$ cat src/rtl/td4_exec.sv
// TD4 execute/writeback: adds the immediate to the selected operand and writes A, B, OUT or PC, plus the carry flag.
// Single-cycle: the next state is combinational from op/imm/sel_data/in_port; en=0 freezes every register.
module td4_exec (
    input  logic       clk,
    input  logic       rst,
    input  logic       en,
    input  logic [3:0] op,
    input  logic [3:0] imm,
    input  logic [3:0] sel_data,
    input  logic [3:0] in_port,
    output logic [3:0] r1,
    output logic [3:0] r2,
    output logic [3:0] out_port,
    output logic [3:0] pc,
    output logic       carry
);

    logic [3:0] src;
    logic [4:0] sum;
    logic       load_pc;

    always_comb begin
        src     = sel_data;
        if (!op[3] && op[1:0] == 2'b10) begin
            src = in_port;
        end
        sum     = {1'b0, src} + {1'b0, imm};
        // JNC tests the carry left by the previous instruction, not this one's carry-out.
        load_pc = (op[3:2] == 2'b11) && (op[0] || !carry);
    end

    always_ff @(posedge clk) begin
        if (rst) begin
            r1       <= 4'h0;
            r2       <= 4'h0;
            out_port <= 4'h0;
            pc       <= 4'h0;
            carry    <= 1'b0;
        end else if (en) begin
            carry <= sum[4];
            case (op[3:2])
                2'b00:   r1       <= sum[3:0];
                2'b01:   r2       <= sum[3:0];
                2'b10:   out_port <= sum[3:0];
                default: ;
            endcase
            pc <= load_pc ? sum[3:0] : pc + 4'd1;
        end
    end

endmodule

$ cat config.mk
export PLATFORM = sky130hd
export DESIGN_NAME = td4_exec
export DESIGN_NICKNAME = d
export VERILOG_FILES = /design/src/rtl/td4_exec.sv
export SDC_FILE = /design/constraint.sdc
export NUM_CORES = 1
export LEC_CHECK = 0
export CAP_MARGIN = 20
export CORE_MARGIN = 3
export CORE_UTILIZATION = 46
export CTS_CLUSTER_DIAMETER = 50
export DETAILED_ROUTE_END_ITERATION = 12
export GPL_TIMING_DRIVEN = 0
export HOLD_SLACK_MARGIN = 0.06
export PLACE_DENSITY = 0.9
export SYNTH_ARGS = -nofsm -noshare
export SYNTH_HDL_FRONTEND = slang
export SYNTH_SLANG_ARGS = --single-unit
$ cat constraint.sdc
create_clock -name clk -period 9.45 [get_ports clk]
set_clock_uncertainty 0.1 [all_clocks]
set_input_delay 2.835 -clock clk [delete_from_list [all_inputs] [get_ports clk]]
set_output_delay 2.835 -clock clk [all_outputs]
set_load 0.02 [all_outputs]
==> summary.md <==
| Metric | Value |
|---|---|
| CTS clock-pin slew for the worst setup and hold paths | 0.10 ns |
| H-Tree Depth | 1 |
| Synth top area share | 36.1% |
| Worst R2R Setup Slack | 8.12 ns |
| Share of layout cells above drive strength 1 | 10.1% |
| Most common cell in the synthesized netlist | dfxtp_1 |
| Post-CTS Setup Inserts | 0 |
| Final nets | 166 |
| Antenna cell count | 0 |
| Crit-path max cell delay | 0.46 ns |
| Area contributors post-synth | dfxtp_1 36%, ha_1 8.0%, mux2i_1 7.4%, nor2_1 5.2%, mux2_2 4.8% |
| Mapped Area | 943 µm² |
| Worst IR Drop VDD | 79.2 µV |
| Initial Util | 51.8% |
| Asr flop ratio synth | 0% |
| Clk_lat worst skew | 0.29 ns |
| Gate Count Post-Synth | 102 |
| Vias in the first global route | 912 |
| Die width | 51.3 µm |
| Initial antenna violation count | 0 |
| CP max-delay cell | clkdlybuf4s50_1 |
| Worst endpoint required time | 9.51 ns |
| Crit path arrival time | 5.49 ns |
| DRC | 0 |
| WHS Path Cells | 2 |
| Area delta synth->final | 41.1% |
| GPL Wtd Cong | 0.850 |
| Min Tclk post-route | 5.42 ns |
| Post-synth EDFFs | 0 |
| Overall global routing resource usage | 19.9% |
| Largest net degree at the start of global routing | 11 |
| Core area | 1820 µm² |
| RSZ-0062 raised after global routing | no |
| Launch point of the worst path | op[0] |
| Syn. warnings | 0 |
| Cell Rows | 15 |
| Final hold violation count | 0 |
| Most instantiated cells after synthesis | 17 x dfxtp_1, 13 x nor2_1, 7 x mux2i_1 |
| Post-synth cell types | 32 |
| Root buffer cell | clkbuf_4 |
| Avg Inst Size Synth | 9.25 µm² |
| Crit path cell chain | clkdlybuf4s50_1 > nor3b_2 > mux2_2 > ha_1 > fa_1 > xnor2_1 > nor3_1 > o21ai_0 > a21oi_1 |
| Worst R2R Start | carry |
| Fin crit share | 57.4% |
| Global-route wire length before repair | 3.91 mm |
| Number of placed I/O pins | 36 |
| Slew @ Worst Pin | 0.450 ns |
| Placed cells | 160 |
| Fmax | 0.184 GHz |
| Max_cap viols | 0 |
| Worst setup margin | 4.03 ns |
| Bufs and invs on worst path | 1 |
| CTS tree | built |
| 1st-iter DRT viols | 15 |
| Final instance count without filler cells | 164 |
| Vias post-DR | 903 |
| CP delay by family, top | adder cells |
| Setup TNS | 0 ns |
| Max-slew violations | 0 |
| Hold crit path type | reg -> reg |
| Seq/Total Area, Yosys | 36.1% |
| Fill cells | 132 |
| Worst reg2reg path endpoint | pc[3] |
| Post-Route WL | 2.26 mm |
| Static Leak | 0.000527 µW |
| Hold endpoint | r1[3] |
| Status | finished clean |
| CP Launch Type | input port |
| Routed len/inst | 13.8 µm |
| Endpoints failing setup | 0 |
| Power Total | 166 µW |
| CTS Buf Count | 3 |
| Element type at the critical path end | flip-flop |
| Worst-path fanout max | 4 |
| DP Wirelength | 1.86 mm |
| R2R depth | 4 |
| Detailed-router iteration count before antenna repair | 4 |
| Worst slew margin | 69.8% |
| DR vias/cell | 5.51 |
| Clk buf depth | 2 |
| Kind of critical path | in -> reg |
| Power per Cell Area | 124 nW/µm² |
| ANT nets after route | 0 |
| Min Hold Slack | 0.399 ns |
| Clock sink count | 17 |
| Synth Flop Type | dfxtp_1 |
| Post-CTS Resized | 0 |
| Port Buffers | 33 |
| Worst slack at placement | 3.73 ns |
| Cts hold-fix bufs | 0 |
| Cell taking the most area after synthesis | dfxtp_1 |
| HP Start | r1[3] |
| GRT overflow | 0 |
| Chip height | 51.3 µm |
| FF+latch count, synth | 17 |
| Net Count, Synth | 128 |
| Full die area | 2630 µm² |
## worst max-delay path by stage
stage | end | slack [ns] | cells after the start
floorplan | pc[2] | 4.44 | 9
global placement | pc[2] | 3.80 | 9
detailed placement | pc[2] | 3.73 | 9
CTS | pc[2] | 4.03 | 9
global route | pc[2] | 3.86 | 9
finish | pc[2] | 4.03 | 9
## cell usage in the layout (no fill, tap or decap), types with 2 or more instances in the layout
cell type	instances
or3_1	2
a211oi_1	3
nor2_1	13
o31ai_1	2
a21oi_1	6
a31oi_1	2
a21o_1	2
ha_1	6
dfxtp_1	17
clkbuf_4	3
nand2b_1	3
nand3_1	3
nand3b_1	5
buf_2	3
nor3_1	2
clkdlybuf4s50_1	33
clkbuf_1	3
mux2_2	4
inv_1	2
nand2_1	3
o21ai_0	3
mux2i_1	7
## metrics by stage
| step | util (%) | area [µm²] |
|---|---|---|
| 5_1_grt | 73.1 | 1330 |
| 3_3_place_gp | 71.7 | 1310 |
| 3_5_place_dp | 71.7 | 1310 |
| 6_report | 73.1 | 1330 |
| 4_1_cts | 73.1 | 1330 |
| 2_1_floorplan | - | 943 |
## worst register-to-register path, delay by kind of cell, from the launching register on
kind,cells,cell delay [ns]
flip-flops,1,0.35
AND/OR/NAND/NOR,4,0.75
## state kept, by name (all words and copies together), names as in the netlist
name / cells
pc: 4
carry: 1
r1: 4
r2: 4
out_port: 4
## per-layer routing
layer / global-route usage [%] / vias to the layer above / routed length, µm
met5: 0 / - / 0
met4: 8.73 / 0 / 65
li1: - / 444 / -
met3: 6.71 / 10 / 188
met2: 34.3 / 41 / 1130
met1: 21.9 / 408 / 880
## cells by family after synthesis
kind of cell | share of synthesized area, %
and+or+nand+nor | 23.3
buffers and inverters | 3.18
muxes | 12.2
DFF | 36.1
xor gates and xnor gates | 0.929
AOI/OAI and AO/OA | 14.2
adders and majority gates | 10.1
## report_power, final
part | total (µW) | internal [µW] | switching [µW]
combinational | 48.8 | 24.5 | 24.3
clock | 38.2 | 16.4 | 21.8
sequential | 78.6 | 75.6 | 2.97
total | 166 | 117 | 49.1
## final cells by class
cell class	instances	area, µm²	area share [%]
timing repair buffer	33	330	24.8
tap	25	31.3	2.35
inverter	2	7.51	0.564
multi-input combinational	78	573	43.0
buffer	5	22.5	1.69
clock buffer	4	26.3	1.97
sequential	17	340	25.6
Power figures use the tool's default switching activity.
